[config.mk]
export PLATFORM = sky130hd
export DESIGN_NAME = mux21_arb
export DESIGN_NICKNAME = d
export VERILOG_FILES = /design/src/rtl/mux21_arb.sv
export SDC_FILE = /design/constraint.sdc
export NUM_CORES = 1
export LEC_CHECK = 0
export BUFFER_PORTS_ARGS = -buffer_cell sky130_fd_sc_hd__buf_4
export CAP_MARGIN = 40
export CORE_AREA = 5 5 46 48
export CTS_BUF_LIST = sky130_fd_sc_hd__clkbuf_8
export CTS_CLUSTER_DIAMETER = 40
export CTS_CLUSTER_SIZE = 14
export DETAILED_ROUTE_END_ITERATION = 6
export DIE_AREA = 0 0 51 53
export HOLD_SLACK_MARGIN = 0.12
export PLACE_DENSITY = 0.69
export SLEW_MARGIN = 20
export SYNTH_ARGS = -nofsm -noshare
export SYNTH_HDL_FRONTEND = slang
export SYNTH_SLANG_ARGS = --single-unit
[constraint.sdc]
create_clock -name i_clk -period 1.55 [get_ports i_clk]
set_input_delay 0.31 -clock i_clk [delete_from_list [all_inputs] [get_ports i_clk]]
set_output_delay 0.31 -clock i_clk [all_outputs]
set_load 0.02 [all_outputs]
[src/rtl/mux21_arb.sv]
// Two-requester arbiter driving a shared 4-bit channel through a registered
// 2:1 mux. Contention alternates ownership every MAXHOLD cycles; a lone
// requester keeps the channel for as long as it asks. All outputs are
// registered, so requests only take effect at clock edges.
module mux21_arb #(
    parameter int MAXHOLD = 4
) (
    input  logic       i_clk,
    input  logic       i_rst_n,
    input  logic       i_req_a,
    input  logic [3:0] i_a,
    input  logic       i_req_b,
    input  logic [3:0] i_b,
    output logic       o_gnt_a,
    output logic       o_gnt_b,
    output logic       o_sel,
    output logic [3:0] o_y,
    output logic       o_vld
);

    typedef enum logic [1:0] {
        IDLE  = 2'd0,
        OWN_A = 2'd1,
        OWN_B = 2'd2
    } state_t;

    // Hold-counter value at which a contended owner must give way.
    localparam logic [3:0] HOLD_LAST = 4'(MAXHOLD - 1);

    state_t     r_state;
    logic [3:0] r_cnt;
    logic       r_lastB;
    logic       r_gntA;
    logic       r_gntB;
    logic       r_sel;
    logic [3:0] r_y;
    logic       r_vld;

    state_t     w_next;
    logic       w_vldTerm;
    logic       w_enter;

    // Next-owner decision: fairness from IDLE uses the last-served flag,
    // an owner yields early when it drops its request, or at end of hold.
    always_comb begin
        w_next = r_state;
        case (r_state)
            IDLE: begin
                if (i_req_a && i_req_b)
                    w_next = r_lastB ? OWN_A : OWN_B;
                else if (i_req_a)
                    w_next = OWN_A;
                else if (i_req_b)
                    w_next = OWN_B;
                else
                    w_next = IDLE;
            end
            OWN_A: begin
                if (!i_req_a && i_req_b)
                    w_next = OWN_B;
                else if (!i_req_a)
                    w_next = IDLE;
                else if (i_req_b && (r_cnt == HOLD_LAST))
                    w_next = OWN_B;
                else
                    w_next = OWN_A;
            end
            OWN_B: begin
                if (!i_req_b && i_req_a)
                    w_next = OWN_A;
                else if (!i_req_b)
                    w_next = IDLE;
                else if (i_req_a && (r_cnt == HOLD_LAST))
                    w_next = OWN_A;
                else
                    w_next = OWN_B;
            end
            default: w_next = IDLE;
        endcase
        w_vldTerm = ((r_state == OWN_A) && i_req_a) || ((r_state == OWN_B) && i_req_b);
        w_enter   = (w_next != r_state) && (w_next != IDLE);
    end

    // State, grants, select, hold counter, fairness flag and channel data;
    // reset parks the arbiter so that A wins the first contention.
    always_ff @(posedge i_clk) begin
        if (!i_rst_n) begin
            r_state <= IDLE;
            r_gntA  <= 1'b0;
            r_gntB  <= 1'b0;
            r_sel   <= 1'b0;
            r_y     <= 4'h0;
            r_vld   <= 1'b0;
            r_cnt   <= 4'h0;
            r_lastB <= 1'b1;
        end else begin
            r_state <= w_next;
            r_gntA  <= (w_next == OWN_A);
            r_gntB  <= (w_next == OWN_B);
            if (w_next == OWN_A)
                r_sel <= 1'b0;
            else if (w_next == OWN_B)
                r_sel <= 1'b1;
            if (w_enter) begin
                r_cnt   <= 4'h0;
                r_lastB <= (w_next == OWN_B);
            end else if ((w_next != IDLE) && (r_cnt < HOLD_LAST)) begin
                r_cnt <= r_cnt + 4'h1;
            end
            r_vld <= w_vldTerm;
            if (w_vldTerm)
                r_y <= r_sel ? i_b : i_a;
        end
    end

    assign o_gnt_a = r_gntA;
    assign o_gnt_b = r_gntB;
    assign o_sel   = r_sel;
    assign o_y     = r_y;
    assign o_vld   = r_vld;

endmodule

==> impl_results.md, run 1 <==
* Status: complete, no violations
* # clock sinks at 15
* Achievable clock frequency at approximately 0.7 GHz
* Share of cells above drive strength 1 at around a third
* Layout net count at 108
* Top-level port count at 20
* Post-route clock skew at 0.006551 ns
* # fillers at 145
* Initial Util at a little over two fifths
* Synth Cell Area at 695.7 um^2
* Commonest non-fill, non-tap cell in the layout: buf_4
* Final Cycle Share at approximately nine tenths
* Register bit total from synthesis at 15
* RSZ-0062 raised after global routing: no
* Design Area, Final at 912.1 um^2
* Hold path startpoint: i_rst_n
* Global-route wire length before repair at 2387 um
* R2r startpoint: r_cnt[0]$_SDFFE_PP0P_
* Cell Area, Placed at 850.8 um^2
* Via count at 602
* # rows at 15
* EDFF count, synth at 0
* Worst setup path startpoint: r_cnt[0]$_SDFFE_PP0P_
* Dominant synthesized flop cell: dfxtp_1
* Power Density at 998.7 nW/um^2
* Largest vdd supply drop at 0.4973 mV
* Die area at 2703 um^2
* Synth Warn # at 0
* Final hold violation count at 0
* Num CTS Buffers at 3
* Switching Share at about a quarter
* Comb power frac at 17.7%
* Max-cap violations at 0
* Antenna-violating nets left at 0
* HPWL after DPL at ~1000 um
* Slew Limit Fails at 0
* Final Core Density at 54.61%
* CP Data Required Time at 1.72 ns
* Seq/Total Area, Yosys at 43.17%
* Final wirelength at 1422 um
* Critical Path Source Type: flop
* Max H-tree Level at 1
* Pre-CTS WS at 0.07054 ns
* CTS tree: built
* Gr usage total at between 10% and 20%
* Kind of critical path: reg -> reg
* Pin count of the biggest net entering global routing at 10
* Remaining DRCs at 0
* Type of the worst min-delay path: in -> reg
* Reg2reg setup slack at 0.14 ns
* FFs w/ async S/R, synth at 0%
* Die height at 53 um
* WL/cell at about 13 um
* DR vias/cell at 5.423
* 1st-pass router iterations at 4
* CP endpoint kind: flop
* Sequential share of power at 47.9%
* Core Area at 1670 um^2
* Clock slew at reported path FFs at approximately 0.060 ns
* Headroom to the max-slew limit at 73.73%
* Crit-path max FO at 4
* Internal at 0.0006717 W
* Setup WS post-layout at 0.1394 ns
* Port Buffers at 19
* Commonest cells after routing, fill and taps aside: buf_4, dfxtp_1, nor2_1, mux2i_1
* Setup Fix Bufs, Post-CTS at 0
* Post-synthesis cell type count at 29
* Antenna violations before repair at 0
* Placer congestion estimate at 0.8055
* Syn Nets at 86
* Setup TNS at 0 ns
* Clk Tree Root Cell: clkbuf_8
* Worst EP arrival at 1.58 ns
* Die X at 51 um
* Hold-fix buffers at CTS at 0
* Layout area overhead at 31.12%
* Mean area per synthesized cell at 9.530 um^2
* Setup violators final at 0
* Worst-margin pin slew at 0.3914 ns
* Leakage Power at 0.3940 nW
* Clk buf depth at 2
* # resized after CTS at 0
* Vias in the first global route at approximately 570
* N_diodes at 0
* Pwr Total at 0.0009109 W
* Clock latency at the later pin of the worst-skew pair at 0.25 ns
* Initial DRC count at 12
* Clk pwr share at 34.4%
* Min Tclk post-route at 1.411 ns
* Sw Pwr at 0.0002392 W
* Gr ovfl total at 0
* Cell count after synthesis at between 70 and 80
-- final timing paths --
| kind | depth (start not counted) | to |
|---|---|---|
| setup / recovery | 5 | r_cnt[0]$_SDFFE_PP0P_ |
| hold / removal | 2 | o_vld$_SDFF_PN0_ |
| setup reg to reg | 5 | r_cnt[0]$_SDFFE_PP0P_ |
| hold reg to reg | 2 | o_y[3]$_SDFFE_PN0P_ |
-- cells in the mapped netlist, types with 2 or more instances --
cell type,count,area (um^2)
a211oi_1,4,30.03
and2_1,5,31.28
dfxtp_1,15,300.3
inv_1,3,11.26
mux2i_1,6,60.06
nand2_1,5,18.77
nand3_1,3,15.01
nor2_1,8,30.03
nor3_1,3,15.01
o21ai_1,2,10.01
-- power by group through the flow --
stage / clock, W / combinational [W] / sequential, W
after global placement: 0 / 0.000158 / 0.000441
after floorplan: 0 / 0.0000864 / 0.000452
after CTS: 0.000324 / 0.000161 / 0.000434
final: 0.000313 / 0.000161 / 0.000437
after global routing: 0.000341 / 0.000177 / 0.000441
after detailed placement: 0 / 0.000160 / 0.000442
-- metrics by stage --
| step | cells | hold WS [ns] |
|---|---|---|
| 6_report | 111 | 0.2950 |
| 5_1_grt | 111 | 0.3058 |
| 4_1_cts | 111 | 0.2930 |
| 3_5_place_dp | 107 | 0.4911 |
| 3_3_place_gp | 107 | 0.4800 |
| 2_1_floorplan | 73 | 0.4317 |
-- worst max-delay path, stage by stage, from the launching register on --
cell and delay [ns]:
dfxtp_2 0.34, ha_4 0.16, nor3b_4 0.16, a221o_1 0.35, or2_1 0.23, nor2_1 0.11
-- logic make-up after synthesis --
| group | Yosys count | share of synthesized area [%] |
|---|---|---|
| AO/OA/AOI/OAI | 13 | 16.01 |
| XOR/XNOR | 1 | 1.259 |
| AND/OR/NAND/NOR | 31 | 25.18 |
| buffers and inverters | 6 | 3.956 |
| flip-flops | 15 | 43.17 |
| multiplexers | 6 | 8.633 |
| adder cells (fa/ha/maj) | 1 | 1.798 |
-- flip-flops by register name, indices dropped and copies added, names as in the netlist --
signal	count
o_sel	1
r_lastB	1
o_gnt_b	1
o_gnt_a	1
r_cnt	4
o_vld	1
o_y	4
r_state	2
-- per-layer routing --
layer  wire length (um)  GRT usage (%)  vias up
met1                645          15.04      273
met2                655          16.95       25
met3                 91          2.817        4
met4                 30          9.865        0
met5                  0              0        -
li1                   -              -      300
-- area by class of cell --
cell class	count	area [um^2]	share of cell area, %
timing repair buffer	20	150.1	16.46
sequential	15	302.8	33.20
multi-input combinational	52	380.4	41.70
tap	17	21.27	2.332
inverter	3	11.26	1.235
clock buffer	3	41.29	4.527
clock inverter	1	5.005	0.5487
Power figures use the tool's default switching activity.
==> run 2: changes to the inputs <==
PLACE_DENSITY = unset   (was 0.69)
PLACE_DENSITY_LB_ADDON = 0.1   (was unset)
==> run 2 against run 1 <==
Net effect: clock skew shrank 0.0036 ns; critical path type unchanged; combinational power is essentially flat; via count shrank 5.5%; die area unchanged; critical endpoint is now o_sel$_SDFFE_PP0P_; highest routed layer unchanged; register-to-register slack got worse by 0.03 ns.
==> impl_results.md, run 2 (synthesis results as in run 1) <==
* Type of the worst min-delay path: in -> reg
* Final Cycle Share at 93.03%
* # fillers at 160
* Initial DRC count at 13
* Commonest cells after routing, fill and taps aside: buf_4, dfxtp_1, nor2_1, mux2i_1
* Core Area at 1670 um^2
* Layout area overhead at 32.01%
* Max H-tree Level at 1
* Antenna-violating nets left at 0
* Largest vdd supply drop at 0.4823 mV
* Gr usage total at 11.36%
* Remaining DRCs at 0
* Die X at around 51 um
* Share of cells above drive strength 1 at 32.98%
* Setup Fix Bufs, Post-CTS at 0
* Via count at 569
* Die height at 53 um
* Initial Util at 41.65%
* CP Data Required Time at 1.69 ns
* Headroom to the max-slew limit at between 70% and 80%
* Final wirelength at 1430 um
* Final hold violation count at 0
* HPWL after DPL at 1067 um
* Pin count of the biggest net entering global routing at 10
* Critical Path Source Type: flop
* Clock slew at reported path FFs at 0.06 ns
* Vias in the first global route at ~490
* Post-route clock skew at 0.002920 ns
* # resized after CTS at 0
* WL/cell at 12.88 um
* Crit-path max FO at 4
* Layout net count at roughly 110
* N_diodes at 0
* Setup TNS at 0 ns
* Min Tclk post-route at ~1.4 ns
* Port Buffers at 19
* Leakage Power at 0.3951 nW
* Antenna violations before repair at 0
* Top-level port count at 20
* Worst EP arrival at 1.58 ns
* Worst path max stage delay at ~0.36 ns
* DR vias/cell at between 5 and 6
* CTS tree: built
* Clock latency at the later pin of the worst-skew pair at 0.24 ns
* Max-cap violations at 0
* Crit-path cells: ha_4 -> nor3b_4 -> mux2i_1 -> a311oi_2 -> o221a_1
* Achievable clock frequency at 0.6935 GHz
* Slew Limit Fails at 0
* Commonest non-fill, non-tap cell in the layout: buf_4
* 1st-pass router iterations at 4
* Status: complete, no violations
* Hold-fix buffers at CTS at 0
* Gr ovfl total at 0
* Final Core Density at between 50% and 60%
* CP endpoint kind: flop
* # clock sinks at 15
* Worst-margin pin slew at between 0.3 and 0.4 ns
* Die area at between 2000 and 3000 um^2
* Critical path's slowest cell: dfxtp_2
* Placer congestion estimate at approximately 0.9
* Clk buf depth at 2
* Power Density at 995.1 nW/um^2
* # rows at 15
* Kind of critical path: reg -> reg
* Clk Tree Root Cell: clkbuf_8
* Global-route wire length before repair at 2228 um
* Num CTS Buffers at 3
* Setup violators final at 0
[run 2: cell counts in the layout (fill, tap and decap cells not counted)]
Identical to the previous run, type by type.
[run 2: where the power goes]
part	switching (W)	total (W)	leakage, nW	internal [W]
clock network	0.000136	0.000313	0.0255	0.000178
registers	0.0000242	0.000436	0.124	0.000412
logic	0.0000805	0.000164	0.246	0.0000839
total	0.000240	0.000914	0.395	0.000674
[run 2: area by class of cell]
cell class	instances	area, um^2	area share, %
Tap cell	17	21.27	2.316
Inverter	3	11.26	1.226
Clock buffer	3	41.29	4.496
Timing Repair Buffer	20	150.1	16.35
Sequential cell	15	302.8	32.97
Multi-Input combinational cell	52	386.6	42.10
Clock inverter	1	5.005	0.5450
[run 2: metal layers]
layer	GRT usage, %	share of wire (%)
met4	5.381	0.56
met3	3.944	5.3
met5	0	0
met2	14.81	45
met1	16.18	49
[run 2: metrics by stage]
step | setup WS (ns) | instances | instance area [um^2] | total power [W] | hold slack, ns
6_report | 0.1080 | 111 | 918.4 | 0.0009139 | 0.2988
5_1_grt | -0.01448 | 111 | 918.4 | 0.0009609 | 0.2993
4_1_cts | 0.05023 | 111 | 897.1 | 0.0009157 | 0.2925
3_5_place_dp | 0.05826 | 107 | 850.8 | 0.0006019 | 0.4973
3_3_place_gp | 0.06636 | 107 | 850.8 | 0.0006008 | 0.4890
2_1_floorplan | 0.1529 | 73 | 695.7 | 0.0005384 | 0.4317
[run 2: worst max-delay path, delay by kind of cell, from the launching register on]
family | cells | cell delay (ns)
AOI/OAI and AO/OA | 2 | 0.34
and+or+nand+nor | 1 | 0.23
DFF | 1 | 0.36
muxes | 1 | 0.25
adders and majority gates | 1 | 0.15
[run 2: final timing paths]
kind                          from               endpoint  slack, ns  cells past startpoint
max          r_cnt[0]$_SDFFE_PP0P_     o_sel$_SDFFE_PP0P_       0.11                      5
min                        i_rst_n  r_state[1]$_SDFF_PN0_       0.30                      2
max reg2reg  r_cnt[0]$_SDFFE_PP0P_     o_sel$_SDFFE_PP0P_       0.11                      5
min reg2reg    o_y[2]$_SDFFE_PN0P_    o_y[2]$_SDFFE_PN0P_       0.50                      2
==> run 3: changes to the inputs <==
CORE_AREA = 5 5 48 50   (was 5 5 46 48)
DIE_AREA = 0 0 53 55   (was 0 0 51 53)
==> run 3 against run 2 <==
Net effect: worst setup slack worse by 0.037 ns; clock skew about the same; non-clock buffer count down 1; worst hold slack is essentially flat; clock power shrank 3%; via count shrank 1.9%; sequential share of layout area increased by 0.46 points; first-iteration DRC count fell by 31%; register-to-register slack got worse by 0.04 ns; maximum frequency down 2.5%; core utilization fell by 6.5 points; count of clock-buffer cells in the layout is the same; critical endpoint unchanged; largest power group unchanged.
==> impl_results.md, run 3 (synthesis results as in run 1) <==
* Initial DRC count at 9
* Leakage Power at 0.3919 nW
* Final Cycle Share at between 90 and 100%
* Die X at 53 um
* Gr usage total at 10.97%
* CP endpoint kind: flop
* Share of cells above drive strength 1 at 27.96%
* Power Density at 988.9 nW/um^2
* Setup Fix Bufs, Post-CTS at 0
* FF/Latch Area at 301.5 um^2
* Reg2reg setup slack at around 0.07 ns
* Top-level port count at 20
* Hold-fix buffers at CTS at 0
* Core Area at 1862 um^2
* Worst-margin pin slew at 0.3661 ns
* Commonest cells after routing, fill and taps aside: buf_4, dfxtp_1, nor2_1, mux2i_1
* Crit-path max FO at 4
* Placer congestion estimate at 0.7407
* CTS tree: built
* Headroom to the max-slew limit at 75.43%
* # resized after CTS at 0
* Num CTS Buffers at 3
* Antenna-violating nets left at 0
* N_diodes at 0
* Slew Limit Fails at 0
* HPWL after DPL at between 900 and 1000 um
* Max H-tree Level at 1
* Gr ovfl total at 0
* Remaining DRCs at 0
* Min Tclk post-route at between 1 and 1.5 ns
* CP Data Required Time at 1.69 ns
* Via count at 558
* Antenna violations before repair at 0
* Status: complete, no violations
* Kind of critical path: reg -> reg
* Final wirelength at approximately 1400 um
* Setup violators final at 0
* Worst EP arrival at about 1.6 ns
* Clock slew at reported path FFs at 0.06 ns
* Worst Hold Depth at 2
* Worst setup path startpoint: r_cnt[0]$_SDFFE_PP0P_
* Final hold violation count at 0
* Die height at 55 um
* Final hold slack at 0.2993 ns
* R2r worst-path depth at 5
* Clk Tree Root Cell: clkbuf_8
* Design Area, Final at 902.1 um^2
* R2r endpoint: o_sel$_SDFFE_PP0P_
* # clock sinks at 15
* Layout area overhead at 29.68%
* Commonest non-fill, non-tap cell in the layout: buf_4
* Area of the multi-input gates at 367.9 um^2
* Post-Place Cells at ~120
* Max-cap violations at 0
* Global-route wire length before repair at 2311 um
* Die area at 2915 um^2
* WL/cell at 11.48 um
* Hold path startpoint: i_rst_n
* # rows at 16
* Worst Hold End: o_gnt_b$_SDFF_PN0_
* Vias in the first global route at roughly 550
* Cell Area, Placed at 855.8 um^2
* Post-route clock skew at 0.002629 ns
* Layout Cells excl Fill at 120
* Initial Util at around 37%
* Achievable clock frequency at 0.6760 GHz
* Port Buffers at 19
* Final Core Density at 48.45%
* Largest vdd supply drop at roughly 0.5 mV
* # fillers at 199
* RSZ-0062 raised after global routing: no
* Pin count of the biggest net entering global routing at 11
* Clock latency at the later pin of the worst-skew pair at 0.24 ns
* Type of the worst min-delay path: in -> reg
* Setup TNS at 0 ns
* Clk buf depth at 2
* 1st-pass router iterations at 4
* R2r startpoint: r_cnt[0]$_SDFFE_PP0P_
* Layout net count at 107
* Critical Path Source Type: flop
* DR vias/cell at between 4 and 5
==> run 3: cell types whose count changed in the layout (fill, tap and decap cells not counted) <==
cell,before,now
a311oi_1,0,1
a311oi_2,2,1
buf_4,20,19
clkinv_2,1,0
dfxtp_1,13,14
dfxtp_2,2,1
ha_1,0,1
ha_4,1,0
inv_1,3,4
==> run 3: worst max path at each step <==
stage	to	slack, ns	cells after the start
2_1_floorplan	o_sel$_SDFFE_PP0P_	0.15	5
3_3_place_gp	r_cnt[2]$_SDFFE_PP0P_	0.05	4
3_5_place_dp	o_sel$_SDFFE_PP0P_	0.07	5
4_1_cts	o_sel$_SDFFE_PP0P_	0.05	5
5_1_grt	r_cnt[2]$_SDFFE_PP0P_	0.0005	5
6_report	o_sel$_SDFFE_PP0P_	0.07	5
==> run 3: report_power, final <==
group	switching, W	internal [W]	total (W)	leakage [nW]
clock	0.000128	0.000175	0.000303	0.0269
sequential	0.0000225	0.000412	0.000434	0.123
combinational	0.0000764	0.0000787	0.000155	0.242
total	0.000227	0.000665	0.000892	0.392
==> run 3: critical path: stages (launching register included) <==
cell	delay (ns)
dfxtp_1	0.35
ha_1	0.19
nor3b_4	0.27
mux2i_1	0.25
a311oi_2	0.07
o221a_1	0.25
==> run 3: final cells by class <==
type,instances,area share [%]
clock inverters,1,0.4161
inverters,3,1.248
clock buffers,3,4.577
well taps,27,3.745
repair buffers,19,15.81
flip-flops and latches,15,33.43
multi-input cells,52,40.78
==> run 3: per-layer routing <==
metal  wire, um  GRT usage [%]  vias up
met5          0              0        -
met3         96          4.558        2
met4          7          5.532        0
met1        624          12.74      246
met2        650          17.36       11
li1           -              -      299
==> run 3: metrics by stage <==
stage,total power [W],setup slack [ns]
detailed placement,0.0005983,0.07228
CTS,0.0009039,0.04656
global placement,0.0005980,0.05035
floorplan,0.0005384,0.1529
global route,0.0009444,0.0005033
finish,0.0008921,0.07063
